`config.mk`:
```
export PLATFORM = sky130hd
export DESIGN_NAME = biriscv_mul_arbiter
export DESIGN_NICKNAME = d
export VERILOG_FILES = /design/src/rtl/biriscv_mul_arbiter_pkg.sv /design/src/rtl/biriscv_rr_arb2.sv /design/src/rtl/biriscv_mul_arbiter.sv
export SDC_FILE = /design/constraint.sdc
export NUM_CORES = 1
export LEC_CHECK = 0
export CAP_MARGIN = 20
export CORE_MARGIN = 1
export CORE_UTILIZATION = 43
export CTS_BUF_LIST = sky130_fd_sc_hd__clkbuf_4 sky130_fd_sc_hd__clkbuf_8
export DETAILED_ROUTE_END_ITERATION = 10
export PLACE_DENSITY_LB_ADDON = 0.15
export SLEW_MARGIN = 10
export SYNTH_ARGS = -nofsm -noshare
export SYNTH_HDL_FRONTEND = slang
export SYNTH_SLANG_ARGS = --single-unit
export TNS_END_PERCENT = 30
```
`constraint.sdc`:
```
create_clock -name clk_i -period 2.9 [get_ports clk_i]
set_input_delay 0.58 -clock clk_i [delete_from_list [all_inputs] [get_ports clk_i]]
set_output_delay 0.58 -clock clk_i [all_outputs]
set_load 0.05 [all_outputs]
```
`src/rtl/biriscv_mul_arbiter_pkg.sv`:
```
// Shared definitions for the multiplier arbiter: FSM state encoding and pipe ids.
package biriscv_mul_arbiter_pkg;

  typedef enum logic [1:0] {
    ARB_IDLE  = 2'd0,
    ARB_BUSY  = 2'd1,
    ARB_DRAIN = 2'd2
  } arb_state_t;

  localparam logic PIPE0 = 1'b0;
  localparam logic PIPE1 = 1'b1;

endpackage

```
`src/rtl/biriscv_rr_arb2.sv`:
```
// Two-requester round-robin arbiter; the pointer moves to the non-granted side on every grant.
module biriscv_rr_arb2
  import biriscv_mul_arbiter_pkg::*;
(
  input  logic       clk_i,
  input  logic       rst_i,
  input  logic       en_i,
  input  logic [1:0] req_i,
  output logic [1:0] grant_o
);

  logic ptr_q;

  always_comb begin
    grant_o = 2'b00;
    if (en_i) begin
      if (&req_i) grant_o[ptr_q] = 1'b1;
      else        grant_o = req_i;
    end
  end

  always_ff @(posedge clk_i) begin
    if (rst_i)         ptr_q <= PIPE0;
    else if (|grant_o) ptr_q <= grant_o[PIPE0] ? PIPE1 : PIPE0;
  end

endmodule

```
`src/rtl/biriscv_mul_arbiter.sv`:
```
// Shares one iterative multiplier between both issue pipes and routes its result back to the owner.
module biriscv_mul_arbiter
  import biriscv_mul_arbiter_pkg::*;
#(
  parameter int TIMEOUT_CYCLES = 15,
  parameter int CNT_W          = 8
) (
  input  logic        clk_i,
  input  logic        rst_i,
  input  logic        pipe0_valid_i,
  input  logic [31:0] pipe0_ra_i,
  input  logic [31:0] pipe0_rb_i,
  input  logic [4:0]  pipe0_rd_idx_i,
  output logic        pipe0_accept_o,
  input  logic        pipe0_flush_i,
  input  logic        pipe1_valid_i,
  input  logic [31:0] pipe1_ra_i,
  input  logic [31:0] pipe1_rb_i,
  input  logic [4:0]  pipe1_rd_idx_i,
  output logic        pipe1_accept_o,
  input  logic        pipe1_flush_i,
  output logic        mul_valid_o,
  output logic [31:0] mul_ra_o,
  output logic [31:0] mul_rb_o,
  output logic [4:0]  mul_rd_idx_o,
  input  logic        mul_wb_valid_i,
  input  logic [31:0] mul_wb_value_i,
  output logic        pipe0_wb_valid_o,
  output logic        pipe1_wb_valid_o,
  output logic [31:0] wb_value_o,
  output logic [4:0]  wb_rd_idx_o,
  output logic        busy_o,
  output logic        timeout_o
);

  arb_state_t       state_q;
  logic             owner_q;
  logic             kill_q;
  logic [CNT_W-1:0] cnt_q;
  logic [CNT_W-1:0] cnt_d;
  logic             mul_valid_q;
  logic [31:0]      mul_ra_q;
  logic [31:0]      mul_rb_q;
  logic [4:0]       mul_rd_q;
  logic             wb0_q;
  logic             wb1_q;
  logic [31:0]      wb_value_q;
  logic [4:0]       wb_rd_q;
  logic             timeout_q;
  logic [1:0]       grant;
  logic             owner_flush;

  // A pipe flushing in the same cycle it requests is not eligible for a grant.
  biriscv_rr_arb2 u_rr (
    .clk_i  (clk_i),
    .rst_i  (rst_i),
    .en_i   (state_q == ARB_IDLE),
    .req_i  ({pipe1_valid_i & ~pipe1_flush_i, pipe0_valid_i & ~pipe0_flush_i}),
    .grant_o(grant)
  );

  assign owner_flush = (owner_q == PIPE1) ? pipe1_flush_i : pipe0_flush_i;
  assign cnt_d       = cnt_q + 1'b1;

  always_ff @(posedge clk_i) begin
    if (rst_i) begin
      state_q     <= ARB_IDLE;
      owner_q     <= PIPE0;
      kill_q      <= 1'b0;
      cnt_q       <= '0;
      mul_valid_q <= 1'b0;
      mul_ra_q    <= '0;
      mul_rb_q    <= '0;
      mul_rd_q    <= '0;
      wb0_q       <= 1'b0;
      wb1_q       <= 1'b0;
      wb_value_q  <= '0;
      wb_rd_q     <= '0;
      timeout_q   <= 1'b0;
    end else begin
      mul_valid_q <= 1'b0;
      wb0_q       <= 1'b0;
      wb1_q       <= 1'b0;
      case (state_q)
        ARB_IDLE: begin
          if (|grant) begin
            state_q     <= ARB_BUSY;
            mul_valid_q <= 1'b1;
            owner_q     <= grant[PIPE1];
            kill_q      <= 1'b0;
            cnt_q       <= '0;
            mul_ra_q    <= grant[PIPE1] ? pipe1_ra_i     : pipe0_ra_i;
            mul_rb_q    <= grant[PIPE1] ? pipe1_rb_i     : pipe0_rb_i;
            mul_rd_q    <= grant[PIPE1] ? pipe1_rd_idx_i : pipe0_rd_idx_i;
          end
        end
        ARB_BUSY, ARB_DRAIN: begin
          // A result always frees the unit; it is delivered only if the owner is still live.
          if (mul_wb_valid_i) begin
            state_q <= ARB_IDLE;
            if (!kill_q && !owner_flush) begin
              wb_value_q <= mul_wb_value_i;
              wb_rd_q    <= mul_rd_q;
              wb0_q      <= (owner_q == PIPE0);
              wb1_q      <= (owner_q == PIPE1);
            end
          end else if (cnt_d == CNT_W'(TIMEOUT_CYCLES)) begin
            state_q   <= ARB_IDLE;
            timeout_q <= 1'b1;
          end else begin
            cnt_q <= cnt_d;
            if (owner_flush) begin
              kill_q  <= 1'b1;
              state_q <= ARB_DRAIN;
            end
          end
        end
        default: state_q <= ARB_IDLE;
      endcase
    end
  end

  assign pipe0_accept_o   = grant[PIPE0];
  assign pipe1_accept_o   = grant[PIPE1];
  assign mul_valid_o      = mul_valid_q;
  assign mul_ra_o         = mul_ra_q;
  assign mul_rb_o         = mul_rb_q;
  assign mul_rd_idx_o     = mul_rd_q;
  assign pipe0_wb_valid_o = wb0_q;
  assign pipe1_wb_valid_o = wb1_q;
  assign wb_value_o       = wb_value_q;
  assign wb_rd_idx_o      = wb_rd_q;
  assign busy_o           = (state_q != ARB_IDLE);
  assign timeout_o        = timeout_q;

endmodule

```
* Yosys cells after proc, flatten, opt, wreduce, memory -nomap -nowiden
Cells that the tools add are included.
Widths: inputs -> output; s select.
** Cells by class
- Reduce and logical (&&, ||, !) cells :: 18
- Add/sub/neg operators :: 1
- Bitwise operators :: 9
- Muxes and demuxes :: 24
- Eq/ne operators :: 8
- Order comparisons :: 2
** Operator list (number)
- $mux 32 :: 2
- $mux 8 :: 3
- $pmux 8 s2 :: 1
- $mux 2 :: 6
- $add 8x1->8 const B :: 1
- $eq 8x4->1 const B :: 1
- $mux 1 :: 8
- $ne 2x2->1 const B :: 4
- $not 1->1 :: 7
- $reduce_and 2->1 :: 3
- $reduce_and 3->1 :: 2
- $reduce_or 2->1 :: 3
- $mux 5 :: 1
- $reduce_and 5->1 :: 1
- $ne 4x4->1 const B :: 1
- $pmux 2 s2 :: 1
- $reduce_and 4->1 :: 1
- $reduce_bool 2->1 :: 2
- $reduce_or 4->1 :: 1
- $and 1x1->1 :: 2
- $eq 2x1->1 const B :: 1
- $eq 2x2->1 const B :: 1
- $logic_and 1x1->1 :: 2
- $logic_not 1->1 :: 2
- 5 further kinds :: 5
** Word-level totals
- Register bits :: 123
- Output and inout port bits :: 113
- Logic and storage cells :: 76
- Bits of input ports :: 177

* Depth between registers and ports, before layout
- Depth after elaboration :: 9
- Mapped depth :: 9
- Mapped depth without buffers :: 7

* Hierarchy
From an unflattened synthesis, not the netlist that was laid out.
** Unflattened totals
- Cell total of the unflattened synthesis :: 582
- Area total of the unflattened synthesis :: 5225.0 um2
** By module, submodules not included
- biriscv_mul_arbiter :: seq. area each 2442.3 um2, cells each 574, area each 5170.0 um2, times used 1
- biriscv_rr_arb2 :: seq. area each 20.0 um2, cells each 8, area each 55.1 um2, times used 1

* Worst setup path after synthesis
No wires, ideal clock.
- Path type :: register to output
- Start :: register state_q[0]
- End :: output pipe0_accept_o
- Cell stages (with the launch flop) :: 5
- Data required time :: 2320 ps
- Slack :: 149 ps
- Arrival :: 2171 ps
- Path buffers :: 0
- Path through :: dfxtp_1 -> inv_1 -> ha_1 -> inv_1 -> a311oi_1
** On the way
- Cells in the longest elaborated chain, start to end :: 2
** RTL lines
- start, declared :: RTL line biriscv_mul_arbiter.sv:36 : arb_state_t state_q;
- start signal, assigned :: RTL line biriscv_mul_arbiter.sv:67 : state_q <= ARB_IDLE;
- start signal, assigned :: RTL line biriscv_mul_arbiter.sv:87 : state_q <= ARB_BUSY;
- start signal, assigned :: RTL line biriscv_mul_arbiter.sv:100 : state_q <= ARB_IDLE;
- $logic_not 2->1 :: RTL line biriscv_mul_arbiter.sv:57 : .en_i (state_q == ARB_IDLE),
- $mux 2 :: RTL line biriscv_rr_arb2.sv:16 : if (en_i) begin
- end, declared :: RTL line biriscv_mul_arbiter.sv:14 : output logic pipe0_accept_o,
No other way between the ends.

* Final worst setup path
- Start :: register state_q[0]
- End :: output busy_o
** On the way
- Cells in the longest elaborated chain, start to end :: 1
** RTL lines
- $reduce_bool 2->1 :: RTL line biriscv_mul_arbiter.sv:133 : assign busy_o = (state_q != ARB_IDLE);
- end, declared :: RTL line biriscv_mul_arbiter.sv:32 : output logic busy_o,
No other way between the ends.

==> flow_metrics.env <==
export IMPL_track_usage_pct=26.4
export IMPL_drive_above_1_share_pct=6.86
export IMPL_place_ws_ps=222
export IMPL_post_cts_resized=0
export IMPL_min_path_cells=2
export IMPL_diodes=0
export IMPL_cts_htree_levels=4
export IMPL_die_h_um=113
export IMPL_grt_max_degree=88
export IMPL_status="finished, final reports clean"
export IMPL_area_growth_pct=65.8
export IMPL_antenna_found_initial=0
export IMPL_post_cts_buffers=0
export IMPL_cts_tree="done"
export IMPL_p_leak_nw=3.07
export IMPL_vias=5364
export IMPL_clk_pin_slew_worst_paths_ps=70
export IMPL_avgSynthCellArea_um2=8.94
export IMPL_setup_slack_ps=184
export IMPL_power_density_nw_per_um2=660
export IMPL_holdBufCountCts=0
export IMPL_coreArea_um2=12000
export IMPL_viasPerCell=5.25
export IMPL_critical_path_required_ps=2320
export IMPL_r2r_cells=6
export IMPL_first_global_vias=5234
export IMPL_firstDrtPassIters=5
export IMPL_synthFlopType="dfxtp_1"
export IMPL_fmax_ghz=0.368
export IMPL_fp_row_count=40
export IMPL_rsz0062_at_grt="no"
export IMPL_grt_ovfl_total=0
export IMPL_numCtsBuffers=17
export IMPL_wl_um=16800
export IMPL_ys_ff_latch=123
export IMPL_stdcell_area_um2=8730
export IMPL_drt_iter0_drc=332
export IMPL_crit_path_end_kind="output port"
export IMPL_fin_skew_ps=9.10
export IMPL_grt_pass1_wl_um=25900
export IMPL_total_power_mw=5.76
export IMPL_nFillCells=873
export IMPL_multi_input_area_um2=2570
export IMPL_start_kind="flip-flop"
export IMPL_routedWlPerCell_um=16.4
export IMPL_gp_congestion=0.853
export IMPL_route_detailed_drc=0
export IMPL_setup_viol=0
export IMPL_dp_hpwl_um=12500
export IMPL_cts_buffer_depth=2
export IMPL_die_area_um2=12700
export IMPL_finalSetupTns_ps=0
export IMPL_die_x_um=113
export IMPL_synth_area_leaders="dfxtp_1 (47%), mux2i_1 (13%), a211oi_1 (10%), nand2_1 (6.3%), nor2_1 (5.3%)"
export IMPL_portBuffers=289
export IMPL_ir_drop_mv=0.360
export IMPL_start_util_pct=44.0
export IMPL_synth_top_area_share_pct=46.8
export IMPL_synth_nets=769
export IMPL_worst_slew_pin_slew_ps=922
export IMPL_yosysTopAreaCell="dfxtp_1"
export IMPL_nNetsFinal=1043
export IMPL_ys_warnings_count=0
export IMPL_hold_viol=0
export IMPL_pin_count=290
export IMPL_clk_latency_ps=440
export IMPL_worstPathArrival_ps=2140
export IMPL_finalCriticalPeriod_ps=2720
export IMPL_clock_sinks=123
export IMPL_register_area_um2=2460
export IMPL_worst_setup_path_type="flip-flop to output port"
export IMPL_cts_root_buf="clkbuf_8"
export IMPL_synth_area_um2=5270
export IMPL_period_share_pct=93.7
export IMPL_ys_async_sr_fraction_pct=0
export IMPL_placed_area_um2=8290
export IMPL_drv_cap=0
export IMPL_synth_cells=589
export IMPL_reg2reg_slack_ps=780
export IMPL_ys_types=45
export IMPL_hold_path_class="flip-flop to flip-flop"
export IMPL_ant_nets=0
export IMPL_synth_edff_count=0
export IMPL_slew_headroom_pct=38.5
export IMPL_yosysSeqAreaShare_pct=46.8
export IMPL_finalMaxSlewViolations=0
export IMPL_cp_max_fo=6
[cell usage in the layout, fill, tap and decap left out, types with 4 or more instances in the layout]
master and instances:
inv_1 7, clkdlybuf4s50_1 286, nand3_1 5, buf_12 5, nor2_1 74, clkbuf_8 20, dfxtp_1 123, o21ai_1 4
nand2_1 88, buf_4 11, o211ai_1 6, bufinv_16 4, a21oi_1 46, clkinv_2 4, mux2i_1 70, or3_1 5
a211oi_1 70
[power breakdown]
| group | switching (mW) | internal, mW |
|---|---|---|
| logic | 1.26 | 0.814 |
| clock network | 0.656 | 1.02 |
| registers | 0.114 | 1.89 |
| total | 2.03 | 3.73 |
[synth_stat cells, types with 4 or more instances]
cell type / number
dfxtp_1: 123
nand2_1: 88
nor2_1: 74
a211oi_1: 70
mux2i_1: 70
a21oi_1: 47
clkbuf_1: 23
buf_2: 11
buf_4: 7
inv_1: 7
o211ai_1: 6
buf_1: 5
nand3_1: 5
or3_1: 5
o21ai_1: 4
[per-stage QoR]
stage	std cells	util [%]	hold slack [ps]
floorplan	589	-	445
global placement	991	69.3	442
detailed placement	991	69.3	447
CTS	1022	73.0	456
global route	1022	73.0	470
finish	1022	73.0	454
[metal layers]
metal / GRT usage [%] / routed length (um) / up-vias
met4: 13.1 / 501 / 0
li1: - / - / 2641
met5: 0 / 0 / -
met2: 48.3 / 8790 / 223
met3: 9.99 / 1460 / 35
met1: 26.0 / 6060 / 2465
[layout make-up]
cell class / instances / area share [%]
inverter: 8 / 0.344
multi-input combinational: 411 / 29.4
timing repair buffer: 302 / 34.9
tap: 147 / 2.11
sequential: 123 / 28.2
clock inverter: 8 / 1.61
clock buffer: 23 / 3.41
[final timing paths]
check | from | end
hold reg to reg | wb_value_o[23]$_SDFFE_PP0P_ | wb_value_o[23]$_SDFFE_PP0P_
setup reg to reg | cnt_q[1]$_SDFFE_PP0P_ | cnt_q[0]$_SDFFE_PP0P_
setup / recovery | state_q[0]$_SDFFE_PP0P_ | busy_o
hold / removal | wb_value_o[23]$_SDFFE_PP0P_ | wb_value_o[23]$_SDFFE_PP0P_
[sequential cells by signal, summed over array words and instances, names as in the netlist]
name,cells
mul_ra_o,32
wb_value_o,32
mul_rb_o,32
mul_rd_idx_o,5
timeout_o,1
cnt_q,8
pipe0_wb_valid_o,1
u_rr.ptr_q,1
pipe1_wb_valid_o,1
state_q,2
owner_q,1
kill_q,1
mul_valid_o,1
wb_rd_idx_o,5
[critical path: stages, from the launching register on]
cell and delay, ps:
dfxtp_1 360, inv_1 50, ha_1 250, inv_1 180
clkdlybuf4s50_1 850
[cells by family after synthesis]
group                      after synthesis  synth area share (%)
AOI/OAI and AO/OA                      138                  17.4
muxes                                   71                  13.5
buffers and inverters                   55                  4.82
DFF                                    123                  46.8
and+or+nand+nor                        197                  16.5
adders and majority gates                3                 0.713
xor gates and xnor gates                 2                 0.333
Power figures use the tool's default switching activity.
